==> config.mk <==
export PLATFORM = sky130hd
export DESIGN_NAME = rv_imm_expand
export DESIGN_NICKNAME = d
export VERILOG_FILES = /design/src/rtl/rv_imm_pkg.sv /design/src/rtl/rv_skid_buf.sv /design/src/rtl/rv_imm_expand.sv
export SDC_FILE = /design/constraint.sdc
export NUM_CORES = 1
export LEC_CHECK = 0
export ABC_AREA = 0
export BUFFER_PORTS_ARGS = -buffer_cell sky130_fd_sc_hd__buf_2
export CELL_PAD_IN_SITES_DETAIL_PLACEMENT = 0
export CELL_PAD_IN_SITES_GLOBAL_PLACEMENT = 1
export CORE_MARGIN = 3
export CORE_UTILIZATION = 34
export DETAILED_ROUTE_END_ITERATION = 6
export PLACE_DENSITY_LB_ADDON = 0.1
export SLEW_MARGIN = 25
export SYNTH_ARGS = -nofsm -noshare
export SYNTH_HDL_FRONTEND = slang
export SYNTH_SLANG_ARGS = --single-unit
export TNS_END_PERCENT = 50
==> constraint.sdc <==
create_clock -name clk_i -period 1.8 [get_ports clk_i]
set_input_delay 0.36 -clock clk_i [delete_from_list [all_inputs] [get_ports clk_i]]
set_output_delay 0.36 -clock clk_i [all_outputs]
set_load 0.05 [all_outputs]
==> src/rtl/rv_imm_pkg.sv <==
// Opcode map, format codes and the combinational immediate decoder shared by
// the decode-stage immediate expander.
package rv_imm_pkg;

    localparam logic [6:0] OP_LOAD   = 7'b0000011;
    localparam logic [6:0] OP_IMM    = 7'b0010011;
    localparam logic [6:0] OP_IMM32  = 7'b0011011;
    localparam logic [6:0] OP_JALR   = 7'b1100111;
    localparam logic [6:0] OP_SYSTEM = 7'b1110011;
    localparam logic [6:0] OP_STORE  = 7'b0100011;
    localparam logic [6:0] OP_BRANCH = 7'b1100011;
    localparam logic [6:0] OP_LUI    = 7'b0110111;
    localparam logic [6:0] OP_AUIPC  = 7'b0010111;
    localparam logic [6:0] OP_JAL    = 7'b1101111;
    localparam logic [6:0] OP_OP     = 7'b0110011;
    localparam logic [6:0] OP_OP32   = 7'b0111011;

    typedef enum logic [2:0] {
        FMT_R = 3'd0,
        FMT_I = 3'd1,
        FMT_S = 3'd2,
        FMT_B = 3'd3,
        FMT_U = 3'd4,
        FMT_J = 3'd5
    } fmt_e;

    typedef struct packed {
        logic        illegal;
        fmt_e        fmt;
        logic [63:0] imm;
    } dec_t;

    // Immediate is always built at 64 bits; callers keep the low XLEN bits.
    function automatic dec_t decode_imm(input logic [31:0] instr, input int unsigned xlen);
        dec_t        d;
        logic [63:0] sx;
        logic [63:0] imm_i;
        logic        rv64;
        logic        is_shift;
        sx       = {64{instr[31]}};
        imm_i    = {sx[63:12], instr[31:20]};
        rv64     = (xlen == 64);
        is_shift = (instr[13:12] == 2'b01);
        d.illegal = 1'b0;
        d.fmt     = FMT_R;
        d.imm     = '0;
        case (instr[6:0])
            OP_LOAD, OP_JALR, OP_SYSTEM: begin
                d.fmt = FMT_I;
                d.imm = imm_i;
            end
            OP_IMM: begin
                d.fmt = FMT_I;
                if (is_shift) begin
                    d.imm = rv64 ? {58'd0, instr[25:20]} : {59'd0, instr[24:20]};
                end else begin
                    d.imm = imm_i;
                end
            end
            OP_IMM32: begin
                if (rv64) begin
                    d.fmt = FMT_I;
                    d.imm = is_shift ? {59'd0, instr[24:20]} : imm_i;
                end else begin
                    d.illegal = 1'b1;
                end
            end
            OP_STORE: begin
                d.fmt = FMT_S;
                d.imm = {sx[63:12], instr[31:25], instr[11:7]};
            end
            OP_BRANCH: begin
                d.fmt = FMT_B;
                d.imm = {sx[63:13], instr[31], instr[7], instr[30:25], instr[11:8], 1'b0};
            end
            OP_LUI, OP_AUIPC: begin
                d.fmt = FMT_U;
                d.imm = {sx[63:32], instr[31:12], 12'd0};
            end
            OP_JAL: begin
                d.fmt = FMT_J;
                d.imm = {sx[63:21], instr[31], instr[19:12], instr[20], instr[30:21], 1'b0};
            end
            OP_OP: d.fmt = FMT_R;
            OP_OP32: d.illegal = !rv64;
            default: d.illegal = 1'b1;
        endcase
        return d;
    endfunction

endpackage

==> src/rtl/rv_skid_buf.sv <==
// Generic 2-entry valid/ready register slice: a main output register plus one
// skid entry, with registered in_ready and a synchronous flush.
module rv_skid_buf #(
    parameter int unsigned WIDTH = 8
) (
    input  logic             clk_i,
    input  logic             rst_n_i,
    input  logic             flush_i,
    input  logic             in_valid_i,
    output logic             in_ready_o,
    input  logic [WIDTH-1:0] in_data_i,
    output logic             out_valid_o,
    input  logic             out_ready_i,
    output logic [WIDTH-1:0] out_data_o
);

    logic             main_valid_q, main_valid_d;
    logic             skid_valid_q, skid_valid_d;
    logic             ready_q;
    logic [WIDTH-1:0] main_q, main_d;
    logic [WIDTH-1:0] skid_q, skid_d;
    logic             in_xfer;
    logic             main_free;

    assign in_xfer   = in_valid_i && ready_q;
    assign main_free = !main_valid_q || out_ready_i;

    // ready_q is low exactly while the skid holds data, so an accepted input
    // never collides with a skid drain.
    always_comb begin
        main_valid_d = main_valid_q;
        main_d       = main_q;
        skid_valid_d = skid_valid_q;
        skid_d       = skid_q;
        if (flush_i) begin
            main_valid_d = 1'b0;
            skid_valid_d = 1'b0;
        end else if (main_free) begin
            if (skid_valid_q) begin
                main_valid_d = 1'b1;
                main_d       = skid_q;
                skid_valid_d = 1'b0;
            end else begin
                main_valid_d = in_xfer;
                if (in_xfer) begin
                    main_d = in_data_i;
                end
            end
        end else if (in_xfer) begin
            skid_valid_d = 1'b1;
            skid_d       = in_data_i;
        end
    end

    always_ff @(posedge clk_i or negedge rst_n_i) begin
        if (!rst_n_i) begin
            main_valid_q <= 1'b0;
            skid_valid_q <= 1'b0;
            ready_q      <= 1'b1;
            main_q       <= '0;
            skid_q       <= '0;
        end else begin
            main_valid_q <= main_valid_d;
            skid_valid_q <= skid_valid_d;
            ready_q      <= !skid_valid_d;
            main_q       <= main_d;
            skid_q       <= skid_d;
        end
    end

    assign in_ready_o  = ready_q;
    assign out_valid_o = main_valid_q;
    assign out_data_o  = main_q;

endmodule

==> src/rtl/rv_imm_expand.sv <==
// Decode-stage immediate expander: classify, sign-extend, optionally compute
// the PC-relative target, and register the result through a skid buffer.
module rv_imm_expand
    import rv_imm_pkg::*;
#(
    parameter int unsigned XLEN   = 64,
    parameter int unsigned TGT_EN = 1
) (
    input  logic            clk_i,
    input  logic            rst_n_i,
    input  logic            flush_i,
    input  logic            in_valid_i,
    output logic            in_ready_o,
    input  logic [31:0]     instr_i,
    input  logic [XLEN-1:0] pc_i,
    output logic            out_valid_o,
    input  logic            out_ready_i,
    output logic [XLEN-1:0] imm_o,
    output logic [2:0]      fmt_o,
    output logic [XLEN-1:0] target_o,
    output logic            illegal_o
);

    localparam int unsigned PW = 1 + 3 + 2 * XLEN;

    dec_t            dec;
    logic [XLEN-1:0] imm;
    logic [XLEN-1:0] target;
    logic [PW-1:0]   payload_in;
    logic [PW-1:0]   payload_out;

    assign dec = decode_imm(instr_i, XLEN);
    assign imm = dec.imm[XLEN-1:0];

    generate
        if (TGT_EN != 0) begin : g_tgt
            logic use_tgt;
            assign use_tgt = !dec.illegal &&
                             (dec.fmt == FMT_B || dec.fmt == FMT_J || instr_i[6:0] == OP_AUIPC);
            assign target  = use_tgt ? pc_i + imm : '0;
        end else begin : g_no_tgt
            assign target = '0;
        end
    endgenerate

    assign payload_in = {dec.illegal, dec.fmt, imm, target};

    rv_skid_buf #(
        .WIDTH(PW)
    ) u_skid (
        .clk_i      (clk_i),
        .rst_n_i    (rst_n_i),
        .flush_i    (flush_i),
        .in_valid_i (in_valid_i),
        .in_ready_o (in_ready_o),
        .in_data_i  (payload_in),
        .out_valid_o(out_valid_o),
        .out_ready_i(out_ready_i),
        .out_data_o (payload_out)
    );

    assign {illegal_o, fmt_o, imm_o, target_o} = payload_out;

endmodule

==> flow_results.xml, run 1 <==
<?xml version="1.0" encoding="UTF-8"?>
<metrics>
  <group name="placed_design">
    <metric name="hpwlAfterDp" unit="mm">37.3</metric>
    <metric name="io_buffer_count" unit="">234</metric>
    <metric name="numPlacedInstances" unit="">2585</metric>
    <metric name="gp_routability_congestion" unit="">0.935</metric>
  </group>
  <group name="worst_setup_path">
    <metric name="reg2reg_to" unit="">u_skid.out_data_o[63]</metric>
    <metric name="reg2reg_setup_slack" unit="ps">-60</metric>
    <metric name="critPathMaxFanout" unit="">8</metric>
    <metric name="required" unit="ps">2240</metric>
    <metric name="critPathLaunchType" unit="">input pin</metric>
    <metric name="crit_slowest_cell" unit="">sky130_fd_sc_hd__or3_1</metric>
    <metric name="critical_path_class" unit="">input pin to flip-flop</metric>
    <metric name="ff2ff_path_depth" unit="">7</metric>
    <metric name="endpoint_kind" unit="">flip-flop</metric>
    <metric name="path_cells" unit="">buf_6 -&gt; or3_1 -&gt; a21o_1 -&gt; a211oi_2 -&gt; a21oi_1 -&gt; and2_4 -&gt; buf_6 -&gt; a21boi_4 -&gt; buf_12 -&gt; buf_12 -&gt; ha_4 -&gt; a21o_1 -&gt; a21o_1 -&gt; a221oi_4 -&gt; o31ai_4 -&gt; o2bb2ai_1 -&gt; a311o_1 -&gt; a31o_1 -&gt; a21oi_2 -&gt; xnor2_2 -&gt; o31ai_1</metric>
    <metric name="critPathMaxStageDelay" unit="ps">370</metric>
    <metric name="timing.critical_path.arrival" unit="ps">4340</metric>
    <metric name="worst_r2r_start" unit="">u_skid.in_ready_o</metric>
    <metric name="most_frequent_cell_on_the_critical_path" unit="">sky130_fd_sc_hd__a21o_1</metric>
  </group>
  <group name="timing">
    <metric name="worst_slew_pin_slew" unit="ps">494</metric>
    <metric name="fin_worst_setup_slack" unit="ps">-2110</metric>
    <metric name="number_of_failing_hold_endpoints_at_the_final_stage" unit="">0</metric>
    <metric name="fin_crit_sh" unit="%">217</metric>
    <metric name="totalNegativeSetupSlack" unit="ps">-214600</metric>
    <metric name="finalClockSkew" unit="ps">7.64</metric>
    <metric name="fin_hold_ws" unit="ps">43.7</metric>
    <metric name="max-slew-margin-rel" unit="%">67.1</metric>
    <metric name="period_needed" unit="ps">3910</metric>
    <metric name="rsz0062_at_grt" unit="">yes</metric>
    <metric name="setup_viol" unit="">163</metric>
    <metric name="max_freq" unit="GHz">0.256</metric>
    <metric name="slew_violations" unit="">0</metric>
  </group>
  <group name="die">
    <metric name="num_rows" unit="">70</metric>
    <metric name="core" unit="um^2">37100</metric>
    <metric name="dieWidth" unit="um">201</metric>
    <metric name="floorplan.die_area" unit="um^2">40500</metric>
    <metric name="top_level_ports" unit="">235</metric>
    <metric name="dieHeight" unit="um">201</metric>
    <metric name="initial_core_utilization" unit="%">34.9</metric>
  </group>
  <group name="synthesis">
    <metric name="synth_commonest_cells" unit="">270 x sky130_fd_sc_hd__nand2_1, 202 x sky130_fd_sc_hd__dfrtp_1, 184 x sky130_fd_sc_hd__a21oi_1</metric>
    <metric name="synth_most_common_cell" unit="">sky130_fd_sc_hd__nand2_1</metric>
    <metric name="ys_dominant_reg_cell" unit="">sky130_fd_sc_hd__dfrtp_1</metric>
    <metric name="post_synth.cell_area_avg" unit="um^2">8.10</metric>
    <metric name="synth-warning-count" unit="">0</metric>
    <metric name="synth_seq_cells" unit="">203</metric>
    <metric name="synth_top_area_cell" unit="">sky130_fd_sc_hd__dfrtp_1</metric>
    <metric name="synth_async_sr_flop_share" unit="%">100</metric>
    <metric name="synthesized_cell_area" unit="um^2">13000</metric>
    <metric name="number_of_enable_type_register_cells_in_the_synthesized_netlist" unit="">0</metric>
    <metric name="yosysSeqAreaShare" unit="%">39.2</metric>
    <metric name="synth_largest_type_area_fraction" unit="%">39.0</metric>
    <metric name="synthCells" unit="">1601</metric>
    <metric name="syn-num-nets" unit="">1766</metric>
    <metric name="netlist-cell-type-count" unit="">72</metric>
    <metric name="synth_area_leaders" unit="">sky130_fd_sc_hd__dfrtp_1 39%, sky130_fd_sc_hd__nand2_1 7.8%, sky130_fd_sc_hd__a21oi_1 7.1%</metric>
  </group>
  <group name="power_and_ir_drop">
    <metric name="design_power_total" unit="uW">13100</metric>
    <metric name="vdd_drop_max" unit="uV">546</metric>
    <metric name="p_sw_share" unit="%">31.2</metric>
    <metric name="power_density_relative_to_cell_area" unit="nW/um^2">624</metric>
    <metric name="cellLeakagePower" unit="uW">0.0103</metric>
    <metric name="p_comb_share" unit="%">25.2</metric>
    <metric name="seq_power_share" unit="%">37.2</metric>
    <metric name="switching_power" unit="uW">4090</metric>
    <metric name="p_clk_share" unit="%">37.6</metric>
    <metric name="intPower" unit="uW">9020</metric>
  </group>
  <group name="clock_network">
    <metric name="cts_num_sinks" unit="">203</metric>
    <metric name="clk_pin_slew_worst_paths" unit="ps">60</metric>
    <metric name="clockRootBuffer" unit="">sky130_fd_sc_hd__clkbuf_16</metric>
    <metric name="worstSkewPairLatency" unit="ps">530</metric>
    <metric name="htree_num_levels" unit="">1</metric>
    <metric name="cts_tree" unit="">done</metric>
    <metric name="cts_buffers" unit="">25</metric>
    <metric name="cts_buffer_depth" unit="">3</metric>
  </group>
  <group name="flow_run">
    <metric name="drv_cap" unit="">0</metric>
  </group>
  <group name="hold_path">
    <metric name="end_point_of_the_most_critical_hold_path" unit="">u_skid.out_valid_o</metric>
    <metric name="worstHoldStart" unit="">flush_i</metric>
    <metric name="worstHoldPathCells" unit="">2</metric>
    <metric name="hold_path.class" unit="">input pin to flip-flop</metric>
  </group>
  <group name="grt">
    <metric name="grt_start_max_net_pins" unit="">93</metric>
    <metric name="grt.total_usage" unit="%">23.7</metric>
    <metric name="grt_pass1_vias" unit="">13600</metric>
    <metric name="grt_remaining_overflow" unit="">0</metric>
    <metric name="grt_pass1_wl" unit="mm">77.0</metric>
    <metric name="antenna_violations_before_repair" unit="">0</metric>
  </group>
  <group name="final_layout">
    <metric name="finish.utilization" unit="%">56.6</metric>
    <metric name="layout-area-overhead-vs-synth" unit="%">62.0</metric>
    <metric name="final_layout_size_suffix_gt1_share" unit="%">47.2</metric>
    <metric name="nets" unit="">2346</metric>
    <metric name="finish.cell_count_without_fillers" unit="">2703</metric>
  </group>
  <group name="drt">
    <metric name="post_drt_wl_per_cell" unit="um">18.6</metric>
    <metric name="route.detailed.drc" unit="">0</metric>
    <metric name="via_count" unit="">13700</metric>
    <metric name="route.detailed.vias_per_inst" unit="">5.07</metric>
    <metric name="wirelength" unit="mm">50.4</metric>
    <metric name="first_pass_iters" unit="">5</metric>
    <metric name="detailedRoute.firstIterationViolations" unit="">877</metric>
    <metric name="drt.antenna.violating_nets" unit="">0</metric>
  </group>
  <group name="status">
    <metric name="run_status" unit="">complete, but fails checks</metric>
    <metric name="violations" unit="">setup timing</metric>
  </group>
</metrics>
[final cells by class]
| class | instances | area [um^2] |
|---|---|---|
| Timing Repair Buffer | 687 | 5140 |
| Multi-Input combinational cell | 1228 | 9220 |
| Fill cell | 3433 | 16100 |
| Sequential cell | 203 | 5080 |
| Clock buffer | 33 | 706 |
| Clock inverter | 11 | 90.1 |
| Antenna cell | 1 | 2.50 |
| Tap cell | 504 | 631 |
| Inverter | 36 | 135 |
[layer usage]
layer,up-vias,GRT usage [%],part of all wire (%)
li1,6765,-,-
met1,6539,32.8,45
met2,319,38.8,47
met3,72,2.94,4.9
met4,0,7.48,3.1
met5,-,0,0
[state kept, by name, summed over array words and instances (netlist names)]
name and cells:
u_skid.skid_q 100, u_skid.out_data_o 100, u_skid.out_valid_o 1, u_skid.skid_valid_q 1
u_skid.in_ready_o 1
[stage by stage]
| step | instance area (um^2) | setup WS (ps) |
|---|---|---|
| final | 21000 | -2110 |
| after global routing | 21000 | -2220 |
| after CTS | 19900 | -2010 |
| after detailed placement | 17400 | -2900 |
| after global placement | 17400 | -2870 |
| after floorplan | 13200 | -2410 |
[power groups by stage]
stage	combinational, uW	sequential (uW)	clock, uW
floorplan	1170	5240	0
global placement	2760	4950	0
detailed placement	2760	4960	0
CTS	3110	4880	5060
global route	3550	4900	5230
finish	3310	4880	4920
[placed cells by master (no fill, tap or decap), drive strengths merged, types with 3 or more instances in the layout]
| cell type | instances |
|---|---|
| o31ai | 40 |
| nor3 | 43 |
| nand2 | 270 |
| or2 | 4 |
| a22o | 3 |
| nand4 | 22 |
| inv | 37 |
| xnor2 | 41 |
| nor4 | 5 |
| a31oi | 5 |
| a31o | 4 |
| o21a | 11 |
| o21bai | 17 |
| o31a | 3 |
| nor2b | 4 |
| nand3 | 7 |
| mux2i | 16 |
| ha | 63 |
| a21o | 45 |
| a22oi | 4 |
| o21ai | 185 |
| nand2b | 8 |
| a21oi | 186 |
| and2 | 8 |
| buf | 676 |
| dfrtp | 202 |
| o211ai | 8 |
| a221oi | 5 |
| a21boi | 6 |
| clkbuf | 43 |
| xor2 | 17 |
| and3 | 25 |
| or3 | 8 |
| nor2 | 128 |
| clkinv | 8 |
| a211oi | 10 |
[critical path: cells and delay by family]
kind,cells,cell delay [ps]
xor gates and xnor gates,1,90
adders and majority gates,1,210
and+or+nand+nor,2,550
buffers and inverters,4,510
AOI/OAI and AO/OA,13,2620
[worst max path at each step]
stage	startpoint	to	depth (start not counted)
finish	instr_i[2]	u_skid.out_data_o[63]	21
global route	instr_i[2]	u_skid.out_data_o[63]	22
CTS	instr_i[2]	u_skid.out_data_o[63]	21
detailed placement	instr_i[2]	u_skid.skid_q[62]	21
global placement	instr_i[5]	u_skid.out_data_o[62]	21
floorplan	instr_i[5]	u_skid.out_data_o[63]	19
[cell families after synthesis]
logic type,synth area share (%)
DFF,39.2
xor gates and xnor gates,3.92
muxes,1.41
buffers and inverters,5.94
AOI/OAI and AO/OA,25.5
adders and majority gates,6.23
and+or+nand+nor,17.8
[what timing repair did]
action	in CTS	in global routing
hold endpoints to repair	30	0
cloned	1	2
setup buffers	42	45
endpoints found under the setup margin	189	201
hold buffers	1	0
pin swaps	146	117
resized for setup	317	196
Note: power is estimated with default switching activity, not from simulation.
==> run 2: changes to the inputs <==
REMOVE_ABC_BUFFERS = 1   (was unset)
==> run 2 against run 1 <==
The run still ends with setup timing left. Sequential share of layout area is 0.37 points lower. Final area grew 1.6%. Via count grew 0.51%. Die area is the same. Final cell count grew 0.81%. First-iteration DRC count down 26%. Count of clock-buffer cells in the layout grew 1. Non-clock buffer count rose by 20. Largest cell class unchanged. Highest routed layer unchanged.
==> flow_results.xml, run 2 (synthesis gave the netlist of run 1 again) <==
<?xml version="1.0" encoding="UTF-8"?>
<metrics>
  <group name="status">
    <metric name="run_status" unit="">complete, but fails checks</metric>
    <metric name="violations" unit="">setup timing</metric>
  </group>
  <group name="placed_design">
    <metric name="gp_routability_congestion" unit="">0.895</metric>
    <metric name="numPlacedInstances" unit="">2589</metric>
    <metric name="hpwlAfterDp" unit="mm">35.1</metric>
    <metric name="io_buffer_count" unit="">234</metric>
    <metric name="dpl-instance-area" unit="um^2">17300</metric>
  </group>
  <group name="die">
    <metric name="dieWidth" unit="um">201</metric>
    <metric name="top_level_ports" unit="">235</metric>
    <metric name="num_rows" unit="">70</metric>
    <metric name="floorplan.die_area" unit="um^2">40500</metric>
    <metric name="dieHeight" unit="um">201</metric>
    <metric name="initial_core_utilization" unit="%">34.9</metric>
    <metric name="core" unit="um^2">37100</metric>
  </group>
  <group name="drt">
    <metric name="first_pass_iters" unit="">5</metric>
    <metric name="route.detailed.vias_per_inst" unit="">5.05</metric>
    <metric name="detailedRoute.firstIterationViolations" unit="">649</metric>
    <metric name="post_drt_wl_per_cell" unit="um">17.8</metric>
    <metric name="via_count" unit="">13800</metric>
    <metric name="drt.antenna.violating_nets" unit="">0</metric>
    <metric name="route.detailed.drc" unit="">0</metric>
    <metric name="wirelength" unit="mm">48.4</metric>
  </group>
  <group name="worst_setup_path">
    <metric name="reg2reg_to" unit="">u_skid.skid_q[60]</metric>
    <metric name="critical_path_class" unit="">input pin to flip-flop</metric>
    <metric name="required" unit="ps">2250</metric>
    <metric name="worst_r2r_start" unit="">u_skid.in_ready_o</metric>
    <metric name="critPathLaunchType" unit="">input pin</metric>
    <metric name="timing.critical_path.arrival" unit="ps">4320</metric>
    <metric name="critPathMaxFanout" unit="">7</metric>
    <metric name="ff2ff_path_depth" unit="">6</metric>
    <metric name="path_cells" unit="">buf_6 -&gt; or3_1 -&gt; a21o_1 -&gt; a211oi_2 -&gt; buf_4 -&gt; a21oi_2 -&gt; and2_4 -&gt; buf_6 -&gt; a21boi_4 -&gt; buf_12 -&gt; ha_1 -&gt; a21oi_1 -&gt; o21ai_1 -&gt; a221oi_2 -&gt; o31ai_2 -&gt; o2bb2ai_1 -&gt; a311o_1 -&gt; a31o_1 -&gt; a21oi_2 -&gt; xnor2_1 -&gt; o31ai_1</metric>
    <metric name="reg2reg_setup_slack" unit="ps">-120</metric>
    <metric name="critPathMaxStageDelay" unit="ps">360</metric>
    <metric name="crit_slowest_cell" unit="">sky130_fd_sc_hd__or3_1</metric>
    <metric name="endpoint_kind" unit="">flip-flop</metric>
  </group>
  <group name="power_and_ir_drop">
    <metric name="vdd_drop_max" unit="uV">637</metric>
    <metric name="power_density_relative_to_cell_area" unit="nW/um^2">646</metric>
    <metric name="cellLeakagePower" unit="uW">0.0105</metric>
  </group>
  <group name="clock_network">
    <metric name="clk_pin_slew_worst_paths" unit="ps">60</metric>
    <metric name="worstSkewPairLatency" unit="ps">550</metric>
    <metric name="cts_tree" unit="">done</metric>
    <metric name="htree_num_levels" unit="">1</metric>
    <metric name="clockRootBuffer" unit="">sky130_fd_sc_hd__clkbuf_16</metric>
    <metric name="cts_num_sinks" unit="">203</metric>
    <metric name="cts_buffer_depth" unit="">3</metric>
    <metric name="cts_buffers" unit="">25</metric>
  </group>
  <group name="hold_path">
    <metric name="end_point_of_the_most_critical_hold_path" unit="">u_skid.out_valid_o</metric>
    <metric name="worstHoldPathCells" unit="">2</metric>
    <metric name="hold_path.class" unit="">input pin to flip-flop</metric>
    <metric name="worstHoldStart" unit="">flush_i</metric>
  </group>
  <group name="final_layout">
    <metric name="final_layout_size_suffix_gt1_share" unit="%">48.1</metric>
    <metric name="finish.utilization" unit="%">57.5</metric>
    <metric name="design_area" unit="um^2">21300</metric>
    <metric name="num-fill-cells" unit="">3367</metric>
    <metric name="finish.cell_count_without_fillers" unit="">2725</metric>
    <metric name="final_cell_mix" unit="">385 x sky130_fd_sc_hd__buf_4, 253 x sky130_fd_sc_hd__nand2_1, 231 x sky130_fd_sc_hd__buf_2</metric>
    <metric name="layout-area-overhead-vs-synth" unit="%">64.5</metric>
    <metric name="nets" unit="">2366</metric>
    <metric name="mostFrequentLayoutCell" unit="">sky130_fd_sc_hd__buf_4</metric>
  </group>
  <group name="grt">
    <metric name="grt_pass1_vias" unit="">13900</metric>
    <metric name="grt_remaining_overflow" unit="">0</metric>
    <metric name="grt_pass1_wl" unit="mm">75.6</metric>
    <metric name="grt.total_usage" unit="%">23.0</metric>
    <metric name="grt_start_max_net_pins" unit="">93</metric>
    <metric name="antenna_violations_before_repair" unit="">1</metric>
  </group>
  <group name="timing">
    <metric name="max_freq" unit="GHz">0.259</metric>
    <metric name="period_needed" unit="ps">3870</metric>
    <metric name="worst_slew_pin_slew" unit="ps">490</metric>
    <metric name="max-slew-margin-rel" unit="%">67.4</metric>
    <metric name="totalNegativeSetupSlack" unit="ps">-218460</metric>
    <metric name="rsz0062_at_grt" unit="">yes</metric>
    <metric name="finalClockSkew" unit="ps">8.70</metric>
    <metric name="number_of_failing_hold_endpoints_at_the_final_stage" unit="">0</metric>
    <metric name="slew_violations" unit="">0</metric>
    <metric name="fin_crit_sh" unit="%">215</metric>
    <metric name="setup_viol" unit="">166</metric>
    <metric name="fin_worst_setup_slack" unit="ps">-2070</metric>
  </group>
  <group name="flow_run">
    <metric name="drv_cap" unit="">0</metric>
  </group>
</metrics>
## run 2: cell count changes in the layout (fill, tap and decap cells not counted), sizes merged
cell	before	now
buf	676	705
clkbuf	43	35
bufinv	1	5
clkinv	8	4
inv	37	38
## run 2: routing by layer
metal	up-vias	GRT usage, %	part of all wire (%)
li1	6813	-	-
met1	6584	30.2	45
met2	289	40.5	49
met3	79	2.60	3.5
met4	0	5.56	2.6
met5	-	0	0
## run 2: where the power goes
part           switching (uW)  internal (uW)  total, uW
registers                 108           4760       4870
clock network            2090           3520       5600
logic                    1910           1390       3310
total                    4110           9670      13800
## run 2: what timing repair did
item	4_1_cts	5_1_grt
endpoints found under the setup margin	209	212
hold endpoints to repair	33	0
setup buffers	67	35
gates resized for setup	345	209
gates cloned	2	0
pin swaps	147	175
hold buffers	1	0
## run 2: worst max path at each step
stage                              to  slack [ps]              startpoint
2_1_floorplan  u_skid.out_data_o[127]       -8720  u_skid.out_data_o[127]
3_3_place_gp        u_skid.skid_q[50]       -3000              instr_i[5]
3_5_place_dp        u_skid.skid_q[50]       -3020              instr_i[5]
4_1_cts         u_skid.out_data_o[63]       -2060              instr_i[6]
5_1_grt         u_skid.out_data_o[63]       -2250              instr_i[2]
6_report        u_skid.out_data_o[63]       -2070              instr_i[2]
## run 2: stage by stage
| step | hold slack [ps] | total power [uW] | worst slack [ps] |
|---|---|---|---|
| after global placement | 342 | 7630 | -3000 |
| final | 41.0 | 13800 | -2070 |
| after CTS | 25.4 | 13700 | -2060 |
| after detailed placement | 345 | 7650 | -3020 |
| after global routing | 53.9 | 14400 | -2250 |
| after floorplan | 64.4 | 6280 | -8720 |
## run 2: final cells by class
type | count | area, um^2 | share of cell area [%]
antenna | 1 | 2.50 | 0.0117
clock buffer | 34 | 719 | 3.37
clock inverter | 12 | 198 | 0.926
inverter | 36 | 135 | 0.633
multi-input combinational | 1228 | 9250 | 43.4
sequential | 203 | 5080 | 23.8
tap | 504 | 631 | 2.95
timing repair buffer | 707 | 5320 | 24.9
## run 2: worst max-delay path: cells and delay by family
family                   cells  cell delay, ps
adder cells (fa/ha/maj)      1             250
AND/OR/NAND/NOR              2             550
buffers and inverters        4             530
AO/OA/AOI/OAI               13            2500
XOR/XNOR                     1             100
